## config.mk

```make
export PLATFORM = sky130hd
export DESIGN_NAME = shift_port
export DESIGN_NICKNAME = d
export VERILOG_FILES = /design/src/rtl/shift_port.sv
export SDC_FILE = /design/constraint.sdc
export NUM_CORES = 1
export LEC_CHECK = 0
export BUFFER_PORTS_ARGS = -buffer_cell sky130_fd_sc_hd__buf_2
export CELL_PAD_IN_SITES_DETAIL_PLACEMENT = 1
export CELL_PAD_IN_SITES_GLOBAL_PLACEMENT = 2
export CORE_MARGIN = 8
export CORE_UTILIZATION = 41
export CTS_CLUSTER_DIAMETER = 60
export CTS_CLUSTER_SIZE = 25
export DETAILED_ROUTE_END_ITERATION = 16
export PLACE_DENSITY_LB_ADDON = 0.2
export RECOVER_POWER = 100
export SYNTH_ARGS = -nofsm -noshare
export SYNTH_HDL_FRONTEND = slang
export SYNTH_SLANG_ARGS = --single-unit
```

## constraint.sdc

```tcl
create_clock -name i_clk -period 3.8 [get_ports i_clk]
set_input_delay 0.57 -clock i_clk [delete_from_list [all_inputs] [get_ports i_clk]]
set_output_delay 0.57 -clock i_clk [all_outputs]
set_load 0.05 [all_outputs]
```

## src/rtl/shift_port.sv

```systemverilog
// Full-duplex '595/'165 shift port: one start/busy/done transfer of WIDTH bits, sclk = clk/(2*DIV).
// Latency (2*WIDTH+1)*DIV clk from accepting edge to done; start is ignored while busy (no queueing).
module shift_port #(
    parameter int WIDTH     = 8,
    parameter int DIV       = 2,
    parameter bit MSB_FIRST = 1'b0
) (
    input  logic             i_clk,
    input  logic             i_reset,
    input  logic             i_start,
    input  logic [WIDTH-1:0] i_tx_data,
    output logic             o_busy,
    output logic             o_done,
    output logic [WIDTH-1:0] o_rx_data,
    output logic             o_sclk,
    output logic             o_sdo,
    input  logic             i_sdi,
    output logic             o_latch
);
    localparam int BW = $clog2(WIDTH);
    localparam int PW = (DIV > 1) ? $clog2(DIV) : 1;
    localparam logic [BW-1:0] BIT_LAST = BW'(WIDTH - 1);
    localparam logic [PW-1:0] PH_LAST  = PW'(DIV - 1);

    typedef enum logic [1:0] {IDLE, LOW, HIGH, LATCH} state_t;

    state_t           r_state;
    logic [WIDTH-1:0] r_tx;
    logic [WIDTH-1:0] r_rx;
    logic [BW-1:0]    r_bit;
    logic [PW-1:0]    r_phase;

    logic             w_ph_last;
    logic             w_first_bit;
    logic             w_next_bit;
    logic [WIDTH-1:0] w_tx_shift;
    logic [WIDTH-1:0] w_rx_shift;

    assign w_ph_last = (r_phase == PH_LAST);

    // The tx shadow is consumed from the sending end, so the next bit is always adjacent to it.
    assign w_first_bit = MSB_FIRST ? i_tx_data[WIDTH-1] : i_tx_data[0];
    assign w_next_bit  = MSB_FIRST ? r_tx[WIDTH-2]      : r_tx[1];
    assign w_tx_shift  = MSB_FIRST ? (r_tx << 1)        : (r_tx >> 1);
    assign w_rx_shift  = MSB_FIRST ? {r_rx[WIDTH-2:0], i_sdi} : {i_sdi, r_rx[WIDTH-1:1]};

    always_ff @(posedge i_clk or posedge i_reset) begin
        if (i_reset) begin
            r_state   <= IDLE;
            r_tx      <= '0;
            r_rx      <= '0;
            r_bit     <= '0;
            r_phase   <= '0;
            o_busy    <= 1'b0;
            o_done    <= 1'b0;
            o_rx_data <= '0;
            o_sclk    <= 1'b0;
            o_sdo     <= 1'b0;
            o_latch   <= 1'b0;
        end else begin
            o_done <= 1'b0;
            case (r_state)
                IDLE: begin
                    if (i_start) begin
                        r_tx    <= i_tx_data;
                        r_bit   <= '0;
                        r_phase <= '0;
                        o_busy  <= 1'b1;
                        o_sdo   <= w_first_bit;
                        r_state <= LOW;
                    end
                end
                LOW: begin
                    if (w_ph_last) begin
                        o_sclk  <= 1'b1;
                        r_rx    <= w_rx_shift;
                        r_phase <= '0;
                        r_state <= HIGH;
                    end else begin
                        r_phase <= r_phase + PW'(1);
                    end
                end
                HIGH: begin
                    if (w_ph_last) begin
                        o_sclk  <= 1'b0;
                        r_phase <= '0;
                        if (r_bit == BIT_LAST) begin
                            o_sdo   <= 1'b0;
                            o_latch <= 1'b1;
                            r_state <= LATCH;
                        end else begin
                            r_bit   <= r_bit + BW'(1);
                            r_tx    <= w_tx_shift;
                            o_sdo   <= w_next_bit;
                            r_state <= LOW;
                        end
                    end else begin
                        r_phase <= r_phase + PW'(1);
                    end
                end
                LATCH: begin
                    if (w_ph_last) begin
                        o_latch   <= 1'b0;
                        o_rx_data <= r_rx;
                        o_done    <= 1'b1;
                        o_busy    <= 1'b0;
                        r_phase   <= '0;
                        r_state   <= IDLE;
                    end else begin
                        r_phase <= r_phase + PW'(1);
                    end
                end
                default: r_state <= IDLE;
            endcase
        end
    end

endmodule
```

Word level (Yosys, flattened, before mapping)
Index checks and enable logic that the tools add are counted.
Word-level totals
  input bits: 12
  word-level logic and storage cells: 68
  bits in registers: 35
  output and inout bits: 13
Cells by class
  reductions and logical operators: 14
  mux-type cells: 31
  eq/ne operators: 10
  add/subtract/negate cells: 2
Operators by type and width (count)
  two-way mux 8 bit: 3
  one-hot mux 8 bit (2 select lines): 1
  two-way mux 1 bit: 12
  != test 2 bit, second input constant: 6
  AND reduction 4 bit: 3
  two-way mux 2 bit: 5
  one-hot mux 1 bit (2 select lines): 5
  two-way mux 3 bit: 3
  AND reduction 3 bit: 3
  one-hot mux 2 bit (4 select lines): 1
  nonzero test 2 bit: 4
  one-hot mux 3 bit (2 select lines): 1
  equality test 2 bit, second input constant: 2
  AND reduction 2 bit: 2
  adder 3 x 1 -> 3 bit, second input constant: 1
  equality test 3 bit, second input constant: 1
  OR reduction 3 bit: 1
  equality test 2 x 1 -> 1 bit, second input constant: 1
  zero test 2 bit: 1
  adder 1 bit, second input constant: 1

Logic depth before layout (Yosys ltp)
Gate-level depths: netlist (run 1).
  word-level depth: 4
  depth in mapped cells: 5
  gate-level depth less buffers: 5

Worst setup path before layout (run 1)
OpenSTA, ideal clock, no wires.
  path kind: register to register
  start point: register r_bit[0]
  end point: register r_bit[1]
  library setup time: 0.125 ns
  data arrival time: 1.552 ns
  path buffers: 0
  data required time: 3.675 ns
  setup slack: 2.124 ns
  period minus slack after synthesis: 1.676 ns
  stages on the path, launching flop included: 6
  cells stage by stage: dfrtp_1 -> ha_1 -> ha_1 -> nand4bb_2 -> o21ai_4 -> mux2_2
Between the ends
  longest elaborated chain between the ends: 4
  elaborated cells on any way between the ends: 7
  those cells by class: add/sub (1); eq/ne (2); mux (3); reduce/logical (1)
RTL lines
  start: declaration: RTL line 30  | logic [BW-1:0] r_bit;
  start signal: assignment: RTL line 92  | r_bit <= r_bit + BW'(1);
  adder 3 x 1 -> 3 bit: RTL line 92
  two-way mux 3 bit: RTL line 87  | if (r_bit == BIT_LAST) begin
  two-way mux 3 bit: RTL line 84  | if (w_ph_last) begin
  one-hot mux 3 bit (2 select lines): RTL line 62  | case (r_state)
Parallel ways exist; a longest one is shown, timed or not. The select of a mux whose other input is x is not followed.
A chain may end at the register's enable or synchronous reset.

Final worst setup path (run 1)
  start point: register r_state[1]
  end point: register r_tx[3]
Between the ends
  longest elaborated chain between the ends: 3
  elaborated cells on any way between the ends: 8
  those cells by class: eq/ne (4); mux (1); reduce/logical (3)
RTL lines
  start: declaration: RTL line 27  | state_t r_state;
  start signal: assignment: RTL line 49  | r_state <= IDLE;
  start signal: assignment: RTL line 70  | r_state <= LOW;
  start signal: assignment: RTL line 78  | r_state <= HIGH;
  equality test 2 bit or zero test 2 bit (tied branches): RTL line 62
  != test 2 bit (no source line) or nonzero test 2 bit (tied branches)
  AND reduction 4 bit (no source line)
  end signal: assignment: RTL line 65  | r_tx <= i_tx_data;
  end signal: assignment: RTL line 93  | r_tx <= w_tx_shift;
  end: declaration: RTL line 28  | logic [WIDTH-1:0] r_tx;
Parallel ways exist; a longest one is shown, timed or not.

==> qor.yml, run 1 <==
die-area_sq_um: 5940
syn_avg_cell_area_sq_um: 14.4
end_kind: "flop"
clk_latency_ns: 0.28
synthArstFlopShare_pct: 100
post_drt_wl_per_cell_um: 15.1
cp_cell_sequence: "nand2b_1 -> o21ai_0 -> mux2_2"
grt_max_degree: 35
synthTopCellsByCount: "dfrtp_1, mux2_2, inv_1, mux2_4, a21oi_1"
drt_iter0_markers: 16
drc: 0
hold_buffers: 0
met2_length_um: 1430
h-tree-depth: 2
grt_first_pass_wirelength_um: 4800
worstMarginPinSlew_ns: 1.76
via_per_inst: 4.98
ys_seq_area_share_pct: 55.6
crit_required_ns: 3.96
fp-row-count: 22
rsz0062_at_grt: "no"
synth_top_area_share_pct: 55.6
antenna-diode-count: 0
place_hpwl_um: 2060
start_util_pct: 42.1
ir_drop_v: 0.000415
criticalPathCategory: "flop to flop"
max_stage_delay_ns: 1.07
clk_pin_slew_ns: 0.06
firstDrtPassIters: 4
antenna_found_initial: 0
fin_tns_setup_ns: 0
die_w_um: 77.1
cts_sinks: 34
place_congestion: 0.744
postRouteAntennaNets: 0
clock.fmax_ghz: 0.416
max_slew_margin_pct: -17.3
leakage_nw: 0.818
ys_types: 22
fin_nets: 148
wl_met3_um: 150
ys_warn_count: 0
reg2reg_from: "r_state[1]"
fp.dieH_um: 77.1
period_minus_slack_ns: 2.40
cts_tree: "done"
maxCapViolCount: 1
seq_area_sq_um: 851
core-area_sq_um: 3630
violations: "max-capacitance violations, max-slew violations"
multi_input_area_sq_um: 584
drt-total-wl_um: 2770
root_buffer: "clkbuf_8"
overflow: 0
arrival_ns: 2.57
yosys-top-cells-area: "dfrtp_1, mux2_2, mux2_4"
clk_path_buf_depth: 2
dpl_cell_area_sq_um: 1680
min_from: "o_rx_data[3]"
cts_buffers: 5
syn_nets: 120
finalHoldViolations: 0
synth_area_sq_um: 1530
finalMaxSlewViolations: 35
fin_area_sq_um: 1720
ff2ff_path_depth: 3
wl_met1_um: 1150
cp-start-kind: "flop"
synth_top_cell_by_area: "dfrtp_1"
areaGrowthSynthToFinish_pct: 12.5
power_density_nw_per_um2: 933
ios: 25
ys_seq_elements: 34
synth_edf_count: 0
setup_viol_count_final: 0
grtUsageTotal_pct: 10.1
cts_resized: 0
hold_class: "flop to flop"
crit_fanout: 11
vias: 912
syn-instance-count: 106
slowest_stage: "o21ai_0"
top_layer: "met4"
post-route-period-util_pct: 63.3
skew_ns: 0.00239
grt_pass1_vias: 1014
outcome: "finished, violations left"
nFillCells: 398
drive_above_1_share_pct: 38.5
synth.most_common_cell: "dfrtp_1"
postCtsSetupBuffers: 0
place.port_buffers: 24
hold_depth: 1
synthFlopType: "dfrtp_1"
crit_path_start: "r_state[1]"
[layout by cell type (no fill, tap or decap), drive strengths merged]
master / n
nand3: 2
a31oi: 1
clkinv: 1
and4bb: 1
clkbuf: 21
o21ai: 4
mux2i: 3
buf: 11
and3: 2
nand4bb: 1
a21o: 1
inv: 7
nand2: 2
dfrtp: 34
nor2: 3
nand2b: 2
a21oi: 5
ha: 2
nand3b: 1
mux2: 30
a21boi: 1
[layer usage]
metal | vias to the layer above | GRT usage [%]
met5 | - | 0
met4 | 0 | 4.53
met3 | 4 | 3.73
met2 | 17 | 17.5
met1 | 463 | 10.6
li1 | 428 | -
[worst paths after layout]
check | endpoint | slack (ns)
max in group asynchronous | r_tx[7] | 1.88
worst min register to register | o_rx_data[3] | 0.51
min in group asynchronous | r_tx[4] | 0.90
worst max register to register | r_tx[3] | 1.40
worst max-delay path | r_tx[3] | 1.40
worst min-delay path | o_rx_data[3] | 0.51
[critical path: cells and delay by family, from the launching register on]
family | cells | cell delay, ns
simple gates | 1 | 0.26
flops | 1 | 0.52
mux | 1 | 0.44
compound gates | 1 | 1.07
[cell families after synthesis]
logic type	count (synthesis)	share of synthesized area, %
and+or+nand+nor	14	7.53
adders and majority gates	2	1.64
DFF	34	55.6
muxes	33	25.8
AOI/OAI and AO/OA	12	5.16
buffers and inverters	11	4.26
[flip-flops by register name, indices dropped and copies added (netlist names)]
name	flops
r_bit	3
r_rx	8
r_tx	7
o_latch	1
o_busy	1
o_done	1
o_sclk	1
r_phase	1
r_state	2
o_rx_data	8
o_sdo	1
[cell type report]
class | instances | share of cell area [%]
multi-input combinational | 61 | 34.0
clock buffer | 7 | 5.02
tap | 48 | 3.49
sequential | 34 | 49.5
timing repair buffer | 25 | 6.25
inverter | 7 | 1.53
clock inverter | 1 | 0.291
[per-stage QoR]
stage | total power, W | cells | worst slack (ns) | hold slack (ns) | util, %
6_report | 0.00160 | 183 | 1.40 | 0.506 | 47.3
2_1_floorplan | 0.00126 | 106 | 2.12 | 0.457 | -
4_1_cts | 0.00167 | 183 | 1.91 | 0.380 | 48.7
3_3_place_gp | 0.00136 | 175 | 2.06 | 0.470 | 46.2
5_1_grt | 0.00172 | 183 | 1.22 | 0.521 | 47.3
3_5_place_dp | 0.00139 | 175 | 1.93 | 0.492 | 46.2
[power by group]
group          leakage (nW)  total [W]  internal, W  switching [W]
Sequential            0.411   0.000666     0.000533       0.000132
Clock                0.0482   0.000268     0.000146       0.000122
Combinational         0.359   0.000671     0.000270       0.000401
Total                 0.818    0.00160     0.000949       0.000655
No activity file was read; power rests on OpenSTA's default activity.
==> inputs of run 2 (changes only) <==
- CORE_UTILIZATION: 41 -> 38
- clock period: 3.8 -> 2.4 ns (I/O delays scaled with it)
==> qor.yml, run 2 (synthesis results as in run 1) <==
drt_iter0_markers: 40  # +24
skew_ns: 0.00352  # +0.00113 ns
ff2ff_path_depth: 5  # +2
areaGrowthSynthToFinish_pct: 13.7
ios: 25  # unchanged
max_stage_delay_ns: 0.40  # -0.67 ns
die-area_sq_um: 6310  # +6.2%
rsz0062_at_grt: "no"
place_hpwl_um: 2140  # +4.3%
r2r-end: "r_tx[3]"
start_util_pct: 38.8  # -3.3 points
drive_above_1_share_pct: 40.0  # +1.5 points
power_density_nw_per_um2: 1470  # +58%
final_common_cell: "dfrtp_1"
max_slew_margin_pct: 59.2  # +76 points
hold_class: "input pin to async pin"
path_common_cell: "ha_1"
crit_fanout: 10  # -1
cts_tree: "done"
maxCapViolCount: 0  # -1
end_kind: "flop"
cp_cell_sequence: "ha_1 -> ha_1 -> nand4bb_2 -> o21ai_4 -> mux2_2"
drc: 0  # unchanged
reg2reg_slack_ns: 0.58  # -0.82 ns
post-route-period-util_pct: 75.8  # +13 points
fin_hold_ws_ns: 0.162  # -0.344 ns
via_per_inst: 4.81  # -3.6%
cts_resized: 0  # unchanged
h-tree-depth: 2  # unchanged
worstMarginPinSlew_ns: 0.615  # -1.14 ns
grt_max_degree: 35  # unchanged
postRouteAntennaNets: 0  # unchanged
fin_nets: 148  # unchanged
grt_pass1_vias: 1059  # +4.4%
criticalPathCategory: "flop to flop"
core-area_sq_um: 3940  # +8.5%
post_drt_wl_per_cell_um: 15.8  # +4.3%
postCtsSetupBuffers: 0  # unchanged
finalMaxSlewViolations: 0  # -100%
overflow: 0  # unchanged
top_regs: "o_rx_data (8), r_rx (8), r_tx (7)"
vias: 889  # -2.5%
clk_path_buf_depth: 2  # unchanged
grt_first_pass_wirelength_um: 5150  # +7.3%
arrival_ns: 1.99  # -0.58 ns
nFillCells: 408  # +2.5%
period_minus_slack_ns: 1.82  # -0.585 ns
setup_viol_count_final: 0  # unchanged
clock.fmax_ghz: 0.550  # +32%
reg2reg_from: "r_bit[0]"
place_congestion: 0.657  # -12%
clk_latency_ns: 0.28  # about the same
cts_buffers: 5  # unchanged
cts_sinks: 34  # unchanged
root_buffer: "clkbuf_8"
slowest_stage: "dfrtp_1"
finalHoldViolations: 0  # unchanged
die_w_um: 79.4  # +3.1%
fin_tns_setup_ns: 0  # unchanged
antenna_found_initial: 0  # unchanged
seq_area_sq_um: 851  # unchanged
hold_buffers: 0  # unchanged
leakage_nw: 0.820  # +0.24%
clk_pin_slew_ns: 0.07  # about the same
fp-row-count: 23  # +4.5%
cp-start-kind: "flop"
final_cell_mix: "dfrtp_1, mux2_2, clkbuf_1, buf_2, inv_1"
firstDrtPassIters: 3  # -1
grtUsageTotal_pct: 10.6  # +0.50 points
antenna-diode-count: 0  # unchanged
crit_required_ns: 2.57  # -1.39 ns
ir_drop_v: 0.000726  # +75%
fp.dieH_um: 79.4  # +3.1%
drt-total-wl_um: 2920  # +5.5%
multi_input_area_sq_um: 592  # +1.3%
place.port_buffers: 24  # unchanged
outcome: "complete, no violations"
==> run 2: changes by cell type in the layout (fill, tap and decap cells not counted), sizes merged <==
cell	change
clkinvlp	+1
buf	+1
clkbuf	-2
==> run 2: metal layers <==
metal	share of wire (%)	vias to the layer above	wire (um)	global-route usage, %
li1	-	421	-	-
met1	41	450	1210	11.9
met2	53	14	1550	17.3
met3	4.3	4	126	4.73
met4	1.2	0	34	3.89
met5	0	-	0	0
==> run 2: cell type report <==
cell class	count	area share [%]
Clock buffer	6	4.75
Clock inverter	2	0.720
Inverter	7	1.51
Multi-Input combinational cell	61	34.1
Sequential cell	34	49.0
Tap cell	50	3.60
Timing Repair Buffer	25	6.41
==> run 2: report_power, final <==
group / internal [W] / switching, W
combinational: 0.000422 / 0.000645
sequential: 0.000844 / 0.000216
clock: 0.000230 / 0.000202
==> run 2: worst max-delay path: cells and delay by family, from the launching register on <==
kind | cells | cell delay (ns)
muxes | 1 | 0.38
and+or+nand+nor | 1 | 0.30
AOI/OAI and AO/OA | 1 | 0.19
DFF | 1 | 0.40
adders and majority gates | 2 | 0.43
==> run 2: through the flow <==
| stage | worst slack [ns] | cell area (sq um) | power [W] | util, % | instances |
|---|---|---|---|---|---|
| floorplan | 0.724 | 1530 | 0.00199 | - | 106 |
| global placement | 0.660 | 1680 | 0.00216 | 42.6 | 177 |
| detailed placement | 0.583 | 1680 | 0.00222 | 42.6 | 177 |
| CTS | 0.564 | 1780 | 0.00267 | 45.0 | 185 |
| global route | 0.488 | 1740 | 0.00275 | 44.1 | 185 |
| finish | 0.580 | 1740 | 0.00256 | 44.1 | 185 |
==> run 2: worst max path at each step <==
stage	endpoint	start	cells after the start	slack, ns
2_1_floorplan	r_bit[1]	r_bit[0]	5	0.72
3_3_place_gp	r_bit[1]	r_bit[0]	5	0.66
3_5_place_dp	r_tx[3]	r_bit[0]	5	0.58
4_1_cts	r_tx[3]	r_bit[0]	5	0.56
5_1_grt	r_tx[5]	r_bit[0]	5	0.49
6_report	r_tx[3]	r_bit[0]	5	0.58
==> inputs of run 3 (changes only) <==
- clock period: 2.4 -> 1.7 ns (I/O delays scaled with it)
==> qor.yml, run 3 (synthesis results as in run 1) <==
outcome: "complete, no violations"
total_power_w: 0.00406  # +59%
setup_viol_count_final: 0  # unchanged
cts_tree: "done"
worstMarginPinSlew_ns: 0.831  # +0.216 ns
grtUsageTotal_pct: 10.8  # +0.24 points
clk_latency_ns: 0.28  # about the same
drive_above_1_share_pct: 45.5  # +5.5 points
end_kind: "flop"
cts_buffers: 5  # unchanged
place_hpwl_um: 2180  # +1.6%
grt_pass1_vias: 1072  # +1.2%
firstDrtPassIters: 4  # +1
switching_share_pct: 38.8  # -2.8 points
ir_drop_v: 0.00106  # +46%
place.port_buffers: 24  # unchanged
ios: 25  # unchanged
slowest_stage: "dfrtp_1"
p_int_w: 0.00249  # +66%
path_common_cell: "ha_1"
leakage_nw: 0.889  # +8.4%
min_from: "i_sdi"
hold_depth: 2
via_per_inst: 4.90  # +2.0%
start_util_pct: 38.8  # unchanged
hold_class: "input pin to flop"
clk_pin_slew_ns: 0.07  # about the same
criticalPathCategory: "flop to flop"
finalNonFillerCells: 193  # +4.3%
p_sw_w: 0.00157  # +48%
seqPwrFrac_pct: 36.6  # -4.8 points
grt_first_pass_wirelength_um: 5350  # +3.7%
postRouteAntennaNets: 0  # unchanged
skew_ns: 0.00526  # +0.00174 ns
final_cell_mix: "dfrtp_1, mux2_2, clkbuf_1, buf_2"
core-area_sq_um: 3940  # unchanged
fin_nets: 156  # +5.4%
path_delay_family: "adder cells"
areaGrowthSynthToFinish_pct: 22.6
drt_iter0_markers: 15  # -63%
die_w_um: 79.4  # unchanged
maxCapViolCount: 0  # unchanged
die-area_sq_um: 6310  # unchanged
antenna_found_initial: 0  # unchanged
final_common_cell: "dfrtp_1"
cp_cell_sequence: "ha_1 -> ha_1 -> nand4bb_4 -> o21ai_4 -> mux2_2"
top_regs: "o_rx_data (8), r_rx (8), r_tx (7)"
antenna-diode-count: 0  # unchanged
p_comb_share_pct: 41.4  # -0.3 points
drc: 0  # unchanged
clk_path_buf_depth: 2  # unchanged
period_minus_slack_ns: 1.66  # -0.163 ns
h-tree-depth: 2  # unchanged
nFillCells: 420  # +2.9%
dp_cells: 181  # +2.3%
crit_path_start: "r_bit[0]"
overflow: 0  # unchanged
fp-row-count: 23  # unchanged
clockPowerShare_pct: 22.0  # +5.1 points
finalHoldViolations: 0  # unchanged
clock.fmax_ghz: 0.604  # +9.9%
crit_buf_inv: 0  # unchanged
cts_sinks: 34  # unchanged
crit_fanout: 5  # -5
root_buffer: "clkbuf_8"
post-route-period-util_pct: 97.4  # +22 points
post_drt_wl_per_cell_um: 15.6  # -0.96%
vias: 946  # +6.4%
max_slew_margin_pct: 44.6  # -15 points
finalMaxSlewViolations: 0  # unchanged
power_density_nw_per_um2: 2170  # +47%
crit_required_ns: 1.87  # -0.70 ns
cp.depth: 5  # unchanged
hold_buffers: 0  # unchanged
place_congestion: 0.687  # +4.6%
ff2ff_path_depth: 5  # unchanged
cp-start-kind: "flop"
grt_max_degree: 35  # unchanged
max_stage_delay_ns: 0.38  # -0.02 ns
drt-total-wl_um: 3020  # +3.3%
arrival_ns: 1.82  # -0.17 ns
fp.dieH_um: 79.4  # unchanged
reg2reg_from: "r_bit[0]"
rsz0062_at_grt: "yes"
## run 3: final cells by class
| class | count | area, sq um | area share (%) |
|---|---|---|---|
| tap | 50 | 62.6 | 3.34 |
| inverter | 7 | 26.3 | 1.40 |
| clock buffer | 5 | 68.8 | 3.67 |
| multi-input combinational | 62 | 636 | 33.9 |
| clock inverter | 3 | 68.8 | 3.67 |
| timing repair buffer | 32 | 161 | 8.61 |
| sequential | 34 | 851 | 45.4 |
## run 3: timing repair
| item | in CTS | in global routing |
|---|---|---|
| cloned | 1 | 0 |
| buffers inserted | 1 | 2 |
| pin swaps | 1 | 0 |
| endpoints found under the setup margin | 8 | 7 |
| resized for setup | 2 | 0 |
## run 3: worst paths after layout
| check | endpoint | slack (ns) |
|---|---|---|
| worst max-delay path | r_tx[6] | 0.04 |
| worst min-delay path | r_rx[7] | 0.20 |
| worst max register to register | r_tx[6] | 0.04 |
| worst min register to register | r_rx[0] | 0.51 |
| max in group asynchronous | o_sclk | 0.97 |
| min in group asynchronous | r_tx[4] | 0.21 |
## run 3: per-layer routing
layer / up-vias / wire, um / track usage [%]
li1: 441 / - / -
met1: 485 / 1240 / 12.2
met2: 16 / 1610 / 18.4
met3: 4 / 124 / 3.83
met4: 0 / 40 / 3.89
met5: - / 0 / 0
## run 3: stage by stage
step | setup WS [ns] | cell area (sq um) | hold slack (ns) | setup TNS [ns] | utilization [%]
after global routing | -0.0266 | 1870 | 0.205 | -0.0949 | 47.5
after global placement | 0.0193 | 1710 | 0.370 | 0 | 43.4
final | 0.0439 | 1870 | 0.199 | 0 | 47.5
after detailed placement | -0.0599 | 1710 | 0.381 | -0.376 | 43.4
after floorplan | 0.0235 | 1530 | 0.392 | 0 | -
after CTS | 0.0311 | 1880 | 0.0682 | 0 | 47.8
## run 3: worst register-to-register path: stages (launching register included)
cell and delay, ns:
dfrtp_1 0.38, ha_1 0.20, ha_1 0.20, nand4bb_4 0.25, o21ai_4 0.15, mux2_2 0.37
## run 3: power groups by stage
stage | combinational [W] | sequential, W | clock (W)
6_report | 0.00168 | 0.00149 | 0.000893
5_1_grt | 0.00183 | 0.00155 | 0.000951
4_1_cts | 0.00173 | 0.00150 | 0.000917
3_5_place_dp | 0.00168 | 0.00150 | 0
3_3_place_gp | 0.00163 | 0.00146 | 0
2_1_floorplan | 0.000950 | 0.00186 | 0
